`src/rtl/uart_eth_tx_loader_pkg.sv`:
```
// Shared types and constants for the UART-to-Ethernet Tx loader.
package eth_test_pkg;

    typedef enum logic [3:0] {
        IDLE,
        LEN_LO,
        RX_DATA,
        WR_WORD,
        WAIT_RTS,
        WAIT_DONE,
        DRAIN,
        ACK,
        ACK_WAIT
    } state_t;

    localparam logic [7:0] ST_OK      = 8'hA5;
    localparam logic [7:0] ST_LEN_ERR = 8'hE1;
    localparam logic [7:0] ST_TIMEOUT = 8'hE2;
    localparam logic [7:0] ST_NO_DONE = 8'hE3;

    localparam int ACK_WAIT_LIMIT = 16;

    function automatic logic len_valid(input logic [15:0] n, input int max_words);
        return (n != 16'd0) && (32'(n) <= max_words);
    endfunction

endpackage

```
`src/rtl/uart_eth_tx_loader_if.sv`:
```
// UART byte link plus ethernet_module Tx buffer port, seen from the loader (master).
interface uart_eth_tx_loader_if;

    logic        uart_rdy;
    logic [7:0]  uart_dout;
    logic        uart_rdy_clr;
    logic        uart_tx_busy;
    logic [7:0]  uart_din;
    logic        uart_wr_en;
    logic        tx_ready_to_write;
    logic        tx_ready_to_send;
    logic        tx_done;
    logic [31:0] tx_data_in;
    logic        tx_valid;
    logic        tx_send;
    logic        tx_clear;

    modport master (
        input  uart_rdy, uart_dout, uart_tx_busy,
        input  tx_ready_to_write, tx_ready_to_send, tx_done,
        output uart_rdy_clr, uart_din, uart_wr_en,
        output tx_data_in, tx_valid, tx_send, tx_clear
    );

    modport slave (
        output uart_rdy, uart_dout, uart_tx_busy,
        output tx_ready_to_write, tx_ready_to_send, tx_done,
        input  uart_rdy_clr, uart_din, uart_wr_en,
        input  tx_data_in, tx_valid, tx_send, tx_clear
    );

endinterface

```
`src/rtl/uart_eth_tx_loader_byte_taker.sv`:
```
// Takes each pending UART byte exactly once: rdy_seen blocks re-acceptance until
// the receiver has dropped uart_rdy in response to the rdy_clr pulse.
module uart_byte_taker (
    input  logic       clk,
    input  logic       rst,
    input  logic       en,
    input  logic       uart_rdy,
    input  logic [7:0] uart_dout,
    output logic       uart_rdy_clr,
    output logic       byte_valid,
    output logic [7:0] byte_data
);

    logic rdy_seen;

    assign byte_valid = en && uart_rdy && !rdy_seen;
    assign byte_data  = uart_dout;

    always_ff @(posedge clk or posedge rst) begin
        if (rst) begin
            rdy_seen     <= 1'b0;
            uart_rdy_clr <= 1'b0;
        end else begin
            uart_rdy_clr <= byte_valid;
            if (byte_valid)
                rdy_seen <= 1'b1;
            else if (!uart_rdy)
                rdy_seen <= 1'b0;
        end
    end

endmodule

```
`src/rtl/uart_eth_tx_loader.sv`:
```
// Packs a length-prefixed UART byte stream into 32-bit words for the Ethernet Tx
// buffer, triggers transmission and reports a one-byte status back to the host.
module uart_eth_tx_loader
    import eth_test_pkg::*;
#(
    parameter int MAX_WORDS      = 512,
    parameter int TIMEOUT_CYCLES = 1000000
) (
    input  logic                 clk_100_mhz,
    input  logic                 rst,
    uart_eth_tx_loader_if.master bus,
    output logic                 busy,
    output logic [15:0]          frames_sent
);

    localparam int TW = (TIMEOUT_CYCLES > 2) ? $clog2(TIMEOUT_CYCLES) : 1;
    localparam logic [TW-1:0] TMO_LOAD = TW'(TIMEOUT_CYCLES - 1);

    state_t        state;
    logic [TW-1:0] tmo;
    logic [7:0]    len_hi;
    logic [7:0]    status;
    logic [15:0]   len;
    logic [15:0]   word_cnt;
    logic [1:0]    byte_cnt;
    logic [4:0]    ack_cnt;
    logic          ack_seen;
    logic          take_en;
    logic          byte_valid;
    logic [7:0]    byte_data;
    logic          rdy_clr;
    logic [15:0]   len_rx;

    // Bytes are only taken where the frame can use or discard them; elsewhere they wait in the UART.
    assign take_en = (state == IDLE) || (state == LEN_LO) || (state == RX_DATA) || (state == DRAIN);
    assign len_rx  = {len_hi, byte_data};
    assign busy    = (state != IDLE);

    assign bus.uart_rdy_clr = rdy_clr;

    uart_byte_taker u_taker (
        .clk          (clk_100_mhz),
        .rst          (rst),
        .en           (take_en),
        .uart_rdy     (bus.uart_rdy),
        .uart_dout    (bus.uart_dout),
        .uart_rdy_clr (rdy_clr),
        .byte_valid   (byte_valid),
        .byte_data    (byte_data)
    );

    always_ff @(posedge clk_100_mhz or posedge rst) begin
        if (rst) begin
            state          <= IDLE;
            tmo            <= '0;
            len_hi         <= '0;
            status         <= '0;
            len            <= '0;
            word_cnt       <= '0;
            byte_cnt       <= '0;
            ack_cnt        <= '0;
            ack_seen       <= 1'b0;
            frames_sent    <= '0;
            bus.tx_data_in <= '0;
            bus.tx_valid   <= 1'b0;
            bus.tx_send    <= 1'b0;
            bus.tx_clear   <= 1'b0;
            bus.uart_din   <= '0;
            bus.uart_wr_en <= 1'b0;
        end else begin
            bus.tx_valid   <= 1'b0;
            bus.tx_send    <= 1'b0;
            bus.tx_clear   <= 1'b0;
            bus.uart_wr_en <= 1'b0;
            // Free-running decrement; every state entry or accepted byte reloads it below.
            if (tmo != '0)
                tmo <= tmo - 1'b1;

            case (state)
                IDLE: begin
                    if (byte_valid) begin
                        len_hi <= byte_data;
                        tmo    <= TMO_LOAD;
                        state  <= LEN_LO;
                    end
                end

                LEN_LO: begin
                    if (byte_valid) begin
                        tmo <= TMO_LOAD;
                        if (!len_valid(len_rx, MAX_WORDS)) begin
                            status <= ST_LEN_ERR;
                            state  <= DRAIN;
                        end else begin
                            len      <= len_rx;
                            word_cnt <= '0;
                            byte_cnt <= '0;
                            state    <= RX_DATA;
                        end
                    end else if (tmo == '0) begin
                        status <= ST_TIMEOUT;
                        state  <= ACK;
                    end
                end

                RX_DATA: begin
                    if (byte_valid) begin
                        tmo            <= TMO_LOAD;
                        bus.tx_data_in <= {bus.tx_data_in[23:0], byte_data};
                        byte_cnt       <= byte_cnt + 2'd1;
                        if (byte_cnt == 2'd3)
                            state <= WR_WORD;
                    end else if (tmo == '0) begin
                        bus.tx_clear <= 1'b1;
                        status       <= ST_TIMEOUT;
                        state        <= ACK;
                    end
                end

                WR_WORD: begin
                    if (bus.tx_ready_to_write) begin
                        bus.tx_valid <= 1'b1;
                        word_cnt     <= word_cnt + 16'd1;
                        tmo          <= TMO_LOAD;
                        if (word_cnt + 16'd1 == len)
                            state <= WAIT_RTS;
                        else
                            state <= RX_DATA;
                    end
                end

                WAIT_RTS: begin
                    if (bus.tx_ready_to_send) begin
                        bus.tx_send <= 1'b1;
                        tmo         <= TMO_LOAD;
                        state       <= WAIT_DONE;
                    end
                end

                // tx_done is tested first so a pulse on the expiry cycle still counts as success.
                WAIT_DONE: begin
                    if (bus.tx_done) begin
                        status      <= ST_OK;
                        frames_sent <= frames_sent + 16'd1;
                        state       <= ACK;
                    end else if (tmo == '0) begin
                        bus.tx_clear <= 1'b1;
                        status       <= ST_NO_DONE;
                        state        <= ACK;
                    end
                end

                DRAIN: begin
                    if (byte_valid)
                        tmo <= TMO_LOAD;
                    else if (tmo == '0)
                        state <= ACK;
                end

                ACK: begin
                    if (!bus.uart_tx_busy) begin
                        bus.uart_din   <= status;
                        bus.uart_wr_en <= 1'b1;
                        ack_cnt        <= '0;
                        ack_seen       <= 1'b0;
                        state          <= ACK_WAIT;
                    end
                end

                // A transmitter that never reports busy must not wedge the loader.
                ACK_WAIT: begin
                    if (ack_seen) begin
                        if (!bus.uart_tx_busy)
                            state <= IDLE;
                    end else if (bus.uart_tx_busy) begin
                        ack_seen <= 1'b1;
                    end else if (ack_cnt == 5'(ACK_WAIT_LIMIT - 1)) begin
                        state <= IDLE;
                    end else begin
                        ack_cnt <= ack_cnt + 5'd1;
                    end
                end

                default: state <= IDLE;
            endcase
        end
    end

endmodule

```
`src/flat_wrapper.sv`:
```
// flat-port wrapper written by rule: the top's interface ports become plain ports
module uart_eth_tx_loader_flat import eth_test_pkg::*;
#(
    parameter int MAX_WORDS      = 512,
    parameter int TIMEOUT_CYCLES = 1000000
)
  (clk_100_mhz, rst, busy, frames_sent, bus_uart_rdy, bus_uart_dout, bus_uart_tx_busy, bus_tx_ready_to_write, bus_tx_ready_to_send, bus_tx_done, bus_uart_rdy_clr, bus_uart_din, bus_uart_wr_en, bus_tx_data_in, bus_tx_valid, bus_tx_send, bus_tx_clear);
  uart_eth_tx_loader_if bus_i ();
  input  logic clk_100_mhz;
  input  logic rst;
  output logic busy;
  output logic [15:0] frames_sent;
  input wire logic [$bits(bus_i.uart_rdy)-1:0] bus_uart_rdy;
  input wire logic [$bits(bus_i.uart_dout)-1:0] bus_uart_dout;
  input wire logic [$bits(bus_i.uart_tx_busy)-1:0] bus_uart_tx_busy;
  input wire logic [$bits(bus_i.tx_ready_to_write)-1:0] bus_tx_ready_to_write;
  input wire logic [$bits(bus_i.tx_ready_to_send)-1:0] bus_tx_ready_to_send;
  input wire logic [$bits(bus_i.tx_done)-1:0] bus_tx_done;
  output wire logic [$bits(bus_i.uart_rdy_clr)-1:0] bus_uart_rdy_clr;
  output wire logic [$bits(bus_i.uart_din)-1:0] bus_uart_din;
  output wire logic [$bits(bus_i.uart_wr_en)-1:0] bus_uart_wr_en;
  output wire logic [$bits(bus_i.tx_data_in)-1:0] bus_tx_data_in;
  output wire logic [$bits(bus_i.tx_valid)-1:0] bus_tx_valid;
  output wire logic [$bits(bus_i.tx_send)-1:0] bus_tx_send;
  output wire logic [$bits(bus_i.tx_clear)-1:0] bus_tx_clear;
  assign bus_i.uart_rdy = bus_uart_rdy;
  assign bus_i.uart_dout = bus_uart_dout;
  assign bus_i.uart_tx_busy = bus_uart_tx_busy;
  assign bus_i.tx_ready_to_write = bus_tx_ready_to_write;
  assign bus_i.tx_ready_to_send = bus_tx_ready_to_send;
  assign bus_i.tx_done = bus_tx_done;
  assign bus_uart_rdy_clr = bus_i.uart_rdy_clr;
  assign bus_uart_din = bus_i.uart_din;
  assign bus_uart_wr_en = bus_i.uart_wr_en;
  assign bus_tx_data_in = bus_i.tx_data_in;
  assign bus_tx_valid = bus_i.tx_valid;
  assign bus_tx_send = bus_i.tx_send;
  assign bus_tx_clear = bus_i.tx_clear;
  uart_eth_tx_loader #(.MAX_WORDS(MAX_WORDS), .TIMEOUT_CYCLES(TIMEOUT_CYCLES)) u_core (.clk_100_mhz(clk_100_mhz), .rst(rst), .bus(bus_i), .busy(busy), .frames_sent(frames_sent));
endmodule
```
`config.mk`:
```
export PLATFORM = sky130hd
export DESIGN_NAME = uart_eth_tx_loader_flat
export DESIGN_NICKNAME = d
export VERILOG_FILES = /design/src/rtl/uart_eth_tx_loader_pkg.sv /design/src/rtl/uart_eth_tx_loader_if.sv /design/src/rtl/uart_eth_tx_loader_byte_taker.sv /design/src/rtl/uart_eth_tx_loader.sv /design/src/flat_wrapper.sv
export SDC_FILE = /design/constraint.sdc
export NUM_CORES = 1
export LEC_CHECK = 0
export BUFFER_PORTS_ARGS = -buffer_cell sky130_fd_sc_hd__buf_4
export CORE_ASPECT_RATIO = 1.2
export CORE_MARGIN = 3
export CORE_UTILIZATION = 55
export DETAILED_ROUTE_END_ITERATION = 7
export PLACE_DENSITY = 0.75
export SYNTH_ARGS = -nofsm -noshare
export SYNTH_HDL_FRONTEND = slang
export SYNTH_HIERARCHICAL = 1
export SYNTH_SLANG_ARGS = --single-unit
```
`constraint.sdc`:
```
create_clock -name clk_100_mhz -period 5.2 [get_ports clk_100_mhz]
set_input_delay 1.04 -clock clk_100_mhz [delete_from_list [all_inputs] [get_ports clk_100_mhz]]
set_output_delay 1.04 -clock clk_100_mhz [all_outputs]
set_load 0.05 [all_outputs]
```
* Word-level counts from Yosys, hierarchy flattened
Index checks and enable logic that the tools add are counted.
Storage, ports and cells: word-level logic and storage cells 139, bits in writable memories 0, register bits after elaboration 142, output and inout bits 62, memories 0, input port bits 15, memory bits (read-only) 0, bits in latches 0
Operators by class: equality and inequality tests 28, $mul 0, multiplexer cells 58, add/subtract/negate cells 5, magnitude comparators 1, reductions and logical operators 28, shift operators 0, bitwise gates (word level) 1, div/mod/pow operators 0
Operators by type and width (count):
- 20-bit 2-to-1 mux | 4
- 20-bit case mux with 3 select lines | 1
- 4-bit 2-to-1 mux | 14
- 16-bit 2-to-1 mux | 3
- 8-bit 2-to-1 mux | 6
- 4-bit case mux with 9 select lines | 1
- 16-bit by 1-bit adder with 16-bit output, second input constant | 2
- 16-bit case mux with 2 select lines | 1
- 2-bit inequality test, second input constant | 12
- 8-bit case mux with 3 select lines | 1
- 20-bit logical NOT | 1
- 5-bit 2-to-1 mux | 4
- 20-bit nonzero test | 1
- 20-bit by 1-bit subtractor with 20-bit output, second input constant | 1
- 16-bit equality test | 1
- 4-bit by 3-bit equality test with 1-bit output, second input constant | 4
- 16-bit by 10-bit <= comparator with 1-bit output, second input constant | 1
- 16-bit nonzero test | 1
- 1-bit 2-to-1 mux | 14
- 4-bit AND reduction | 3
- 5-bit case mux with 2 select lines | 1
- 2-bit AND reduction | 5
- 4-bit by 2-bit equality test with 1-bit output, second input constant | 2
- 8-bit AND reduction | 1
- 25 further kinds | 36

* Logic depth before layout (Yosys ltp)
word-level depth 8, depth in mapped cells 12

* Modules after synthesis
The synthesis kept the hierarchy.
Modules (own cells, without submodules):
- uart_eth_tx_loader | area each 6552.5 sq um, cells each 605, sequential area each 3503.4 sq um, instances 1
- uart_byte_taker | area each 130.1 sq um, cells each 13, sequential area each 50.0 sq um, instances 1

* Worst setup path after synthesis
OpenSTA, ideal clock, no wires.
path kind input -> register, start point in bus_uart_dout[2], end point reg u_core.len[6], stages 7, slack 2143 ps, data arrival time 2932 ps, setup time 125 ps, data required time 5075 ps, path through buf_4 -> nor4_1 -> and4_1 -> o211ai_1 -> nor2_1 -> clkbuf_1 -> mux2_2
Between the ends: cells in the longest elaborated chain, start to end 3
Ends and longest elaborated chain:
- start, declared | line flat_wrapper.sv:14 | input wire logic [$bits(bus_i.uart_dout)-1:0] bus_uart_dout;
- 16-bit by 10-bit <= comparator with 1-bit output or 16-bit nonzero test (tied branches) | line uart_eth_tx_loader_pkg.sv:24 | return (n != 16'd0) && (32'(n) <= max_words);
- 1-bit logical AND * | line uart_eth_tx_loader_pkg.sv:24
- 3-bit AND reduction (no line) *
- end signal, assigned | line uart_eth_tx_loader.sv:95 | len <= len_rx;
- end, declared | line uart_eth_tx_loader.sv:23 | logic [15:0] len;
Every way passes the cells marked *; elsewhere a longest branch is shown, timed or not. A chain may end at the register's enable or synchronous reset.

* Worst setup path after layout
start point reg u_core.state[1], end point reg u_core.word_cnt[11]
Between the ends: cells in the longest elaborated chain, start to end 8
Ends and longest elaborated chain:
- start, declared | line uart_eth_tx_loader.sv:19 | state_t state;
- start signal, assigned | line uart_eth_tx_loader.sv:54 | state <= IDLE;
- start signal, assigned | line uart_eth_tx_loader.sv:84 | state <= LEN_LO;
- start signal, assigned | line uart_eth_tx_loader.sv:93 | state <= DRAIN;
- 4-bit by 1-bit equality test with 1-bit output or 4-bit logical NOT (tied branches) | line uart_eth_tx_loader.sv:35 | assign take_en = (state == IDLE) || (state == LEN_LO) || (state == RX_DATA) || (state == DRAIN);
- 1-bit logical OR (2 in series) | line uart_eth_tx_loader.sv:35
- 1-bit logical OR * | line uart_eth_tx_loader.sv:35
- via u_core.take_en | line uart_eth_tx_loader.sv:28 | logic take_en;
- 1-bit logical AND * (2 in series) | line uart_eth_tx_loader_byte_taker.sv:16 | assign byte_valid = en && uart_rdy && !rdy_seen;
- via u_core.byte_valid | line uart_eth_tx_loader.sv:29 | logic byte_valid;
- 2-bit inequality test (no line) *
- 4-bit AND reduction (no line) *
- end signal, assigned | line uart_eth_tx_loader.sv:123 | word_cnt <= word_cnt + 16'd1;
- end, declared | line uart_eth_tx_loader.sv:24 | logic [15:0] word_cnt;
The timed path passes the listed nets; every way through them passes the cells marked *.

==> impl.org <==
** Critical path
- Along the worst path, the maximum fanout reaches 17.
- Counting stages on the worst path, the most repeated cell is o21ai_0.
- Launch instance of the worst register-to-register path :: u_core/state[1]
- Category of the worst setup path launch point :: flip-flop
- Counting buffers and inverters, the worst setup path is 8 cells deep.
- Buffers and inverters on the worst path :: 0
- Arrival time worst endpoint :: 3.38 ns
- Depth of the worst register-to-register path :: 8
- Type of the setup path with the least slack :: reg -> reg
- Reg-to-Reg End :: u_core/word_cnt[11]
- Flop-to-flop setup slack :: 2.12 ns
- Traced cell by cell, the critical path runs through nand2_1, o21ai_0, nor2_1, and3b_1, nand2b_1, o21ai_0, nand3_1, a221o_1.
- CP max stage delay :: 0.61 ns
- Worst path slowest cell :: and3b_1
- The kind of cell with the highest combined delay along the critical path is simple AND/OR/NAND/NOR gates.
- STA classifies the critical path endpoint as a flip-flop.
- Worst endpoint required time :: 5.49 ns

** Synth
- Of all cell types, the one taking the most synthesized area is dfrtp_1.
- Synthesized instance count :: 618
- Post-synthesis share of cell area spent on xor and xnor gates :: 6.95%
- Share of the synthesized area in compound gates (AO/OA/AOI/OAI) :: 8.97%
- For this run, the number of Yosys warnings is 6.
- The top cell type by area accounts for 53.2% of the synthesized area.
- Number of enable-type register cells in the synthesized netlist :: 0
- Synthesized area per cell :: 10.8 sq um
- After synthesis, the share of flip-flops with an asynchronous set or reset is 100%.
- Counting every net in the synthesized netlist gives 640.
- Share of synthesized area spent on multiplexers :: 9.90%
- Among all flip-flop cells after synthesis, the most frequent one is dfrtp_1.
- The netlist uses 49 different library cells.
- Sequential cells were found to cover 53.2% of the synthesized design area.
- Dominant combinational cell family by area after synthesis :: simple AND/OR/NAND/NOR gates
- Synth Area in Simple Gates :: 16.0%
- Post-Synth Adder-Cell Area :: 1.46%
- In this run the cell area of the synthesized design comes to 6680 sq um.
- Top cells by area in the synthesized netlist :: dfrtp_1 53%, mux2_2 9.6%, xnor2_1 4.7%, nand2_1 2.7%, o21ai_0 2.6%
- Synthesized flop and latch total :: 142

** Global routing
- GRT Overall Usage :: 21.8%
- Via count of the first global-routing pass :: 4864
- Pin count of the biggest net entering global routing :: 111
- For this run the aggregate overflow at the end of global routing stands at 0.
- Wire length of the first global-routing pass :: 23.8 mm
- Initial antenna violation count :: 0

** Clock network
- The later pin in the worst-skew pair is clocked with a latency of 0.41 ns.
- Clock-pin slew was measured on the worst setup and hold paths at 0.06 ns.
- Number of CTS-inserted buffers :: 17
- Clock tree from TritonCTS :: built
- Hold repair after CTS inserted 0 buffers.
- Counting along the longest clock path gives a buffer depth of 2.
- After clock tree synthesis, the repair step resized 0 gates.
- The tree is rooted in a clkbuf_16.
- In this run the number of H-tree levels came out at 4.
- For this design, the sink count on the clock tree is 142.
- Buffers added to address setup during post-CTS repair amount to 0.

** Detailed routing
- Vias/cell :: 5.77
- Once detail routing completed, the nets flagged for antenna violations numbered 0.
- First DRT Iteration DRCs :: 253
- Routed WL per cell :: 16.6 microns
- The routed layout has 4909 vias.
- DR DRC count :: 0
- The pre-antenna-repair detailed-routing pass consisted of 5 iterations.
- Total length of routed wires :: 14.1 mm

** STA
- Worst slew margin :: 35.2%
- Number of setup violations in the final report :: 0
- Hold_ws :: 0.468 ns
- At the pin with the least slew margin, the transition time is 0.972 ns.
- Setup total negative slack :: 0 ns
- Dividing the final minimum period by the clock period gives 59.3%.
- Setup repair after global routing left no endpoint under its margin.
- The worst path in the final design needs a cycle of 3.08 ns, including I/O delays and setup.
- Pins Over Slew Limit :: 0
- Achievable clock frequency :: 0.325 GHz
- Between clock sinks in the finished design, the worst skew comes to 0.0123 ns.
- The count of final hold-check violations came to 0.

** Worst hold path
- Along the worst hold path, the cell count comes to 1.
- The worst hold path belongs to the class reg -> reg.
- Worst Hold Path EP :: u_core/status[7]
- The startpoint identified for the worst hold timing path is u_core/status[7].

** Floorplan
- Area of the die :: 13500 sq um
- The floorplan step set the die width to 107 microns.
- The total area inside the core boundary comes to 11700 sq um.
- The initialized floorplan defines 43 standard-cell rows.
- In this run the count of I/O pins placed on the die edge is 77.
- Initial core utilization :: 57.0%
- Die outline height :: 127 microns

** Cells and area
- Compared with the post-synthesis result, the final layout area differs by 18.2%.
- Combined area of the multi-input logic cells :: 2890 sq um
- The library cells used most frequently in the layout, excluding fill and tap cells, are 142 x dfrtp_1, 79 x buf_4, 57 x mux2_2.
- The layout has 921 filler cells.
- Most common cell after layout, fill and taps aside :: dfrtp_1
- Nets :: 703
- Summing all flip-flop and latch instances after layout gives 3550 sq um.
- Antenna cells :: 0
- Fraction of final layout cells sized beyond drive strength 1 :: 25.6%

** Run status
- The run finished with clean final reports.

** Power and ir drop
- IR analysis of the VDD net gives a maximum drop of 412 uV.
- In this run the static leakage power is 3.65 nW.
- Pwr/cell area :: 519 nW/um^2

** Place
- Buffers added on ports :: 76
- Final GP Congestion :: 0.913
- Detailed Place HPWL :: 9.59 mm

** Run
- The tool flagged a number of max-cap violations equal to 0.
worst register-to-register path: stages (launching register included):
cell      delay, ns
dfrtp_1        0.57
nand2_1        0.18
o21ai_0        0.09
nor2_1         0.29
and3b_1        0.61
nand2b_1       0.12
o21ai_0        0.24
nand3_1        0.39
a221o_1        0.48
state kept, by name, summed over array words and instances (netlist names), 8 cells and up:
register,count
u_core/bus.tx_data_in,32
u_core/status,8
u_core/len,16
u_core/bus.uart_din,8
u_core/word_cnt,16
u_core/len_hi,8
u_core/frames_sent,16
u_core/tmo,20
worst max-delay path by stage:
stage / slack, ns / startpoint / to
4_1_cts: 1.87 / u_core/state[3] / u_core/tmo[18]
2_1_floorplan: 0.41 / rst / u_core/ack_cnt[0]
3_5_place_dp: 1.58 / bus_tx_ready_to_write / u_core/tmo[18]
3_3_place_gp: 1.66 / bus_tx_ready_to_write / u_core/tmo[17]
6_report: 2.12 / u_core/state[1] / u_core/word_cnt[11]
5_1_grt: 1.89 / u_core/state[1] / u_core/state[0]
metal layers:
layer | GRT usage, % | vias up | routed length [microns]
li1 | - | 2298 | -
met1 | 27.5 | 2430 | 5860
met2 | 37.1 | 172 | 7300
met3 | 5.80 | 9 | 864
met4 | 5.94 | 0 | 112
met5 | 0 | - | 0
metrics by stage:
stage               cells  instance area, sq um  utilization [%]  worst slack [ns]  total power, mW
floorplan             618                  6680                -             0.407             2.51
global placement      818                  7300             62.2              1.66             2.85
detailed placement    818                  7300             62.2              1.58             2.89
CTS                   850                  7890             67.3              1.87             4.12
global route          851                  7900             67.3              1.89             4.31
finish                851                  7900             67.3              2.12             4.10
synth_stat cells, types with 2 or more instances:
cell type,instances
o22a_1,2
ha_1,7
nor2b_1,11
nand3_1,30
nor3b_1,4
a21oi_1,17
buf_2,3
nand2_1,48
nand4_1,10
nand4b_1,2
nor4_1,8
buf_4,12
clkbuf_1,21
xor2_1,17
o21a_1,3
and3_1,11
or4_1,2
o22ai_1,2
a211oi_1,2
nor3_1,15
dfrtp_1,142
o31ai_1,3
or2_2,4
nor2_1,42
nand2b_1,8
mux2_2,57
and4_1,3
mux2i_1,2
a22o_1,4
o21ai_0,35
a31oi_1,11
nand3b_1,4
or3_1,6
o211ai_1,6
xnor2_1,36
inv_1,15
cell type report:
type                       count  share of cell area [%]
multi-input combinational    425                    36.6
clock buffer                  19                    5.61
tap                          157                    2.49
clock inverter                13                    1.93
timing repair buffer          80                    7.57
sequential                   142                    45.0
inverter                      15                   0.776
kinds of logic (layout without fill, tap and decap cells):
group                      Yosys count  count (layout)
and+or+nand+nor                    210             210
DFF                                142             142
AOI/OAI and AO/OA                   95              95
muxes                               59              59
xor gates and xnor gates            53              53
buffers and inverters               51             127
adders and majority gates            8               8
where the power goes:
| part | switching [mW] | internal (mW) |
|---|---|---|
| Sequential | 0.228 | 1.33 |
| Combinational | 0.849 | 0.475 |
| Clock | 0.479 | 0.730 |
No activity file was read; power rests on OpenSTA's default activity.
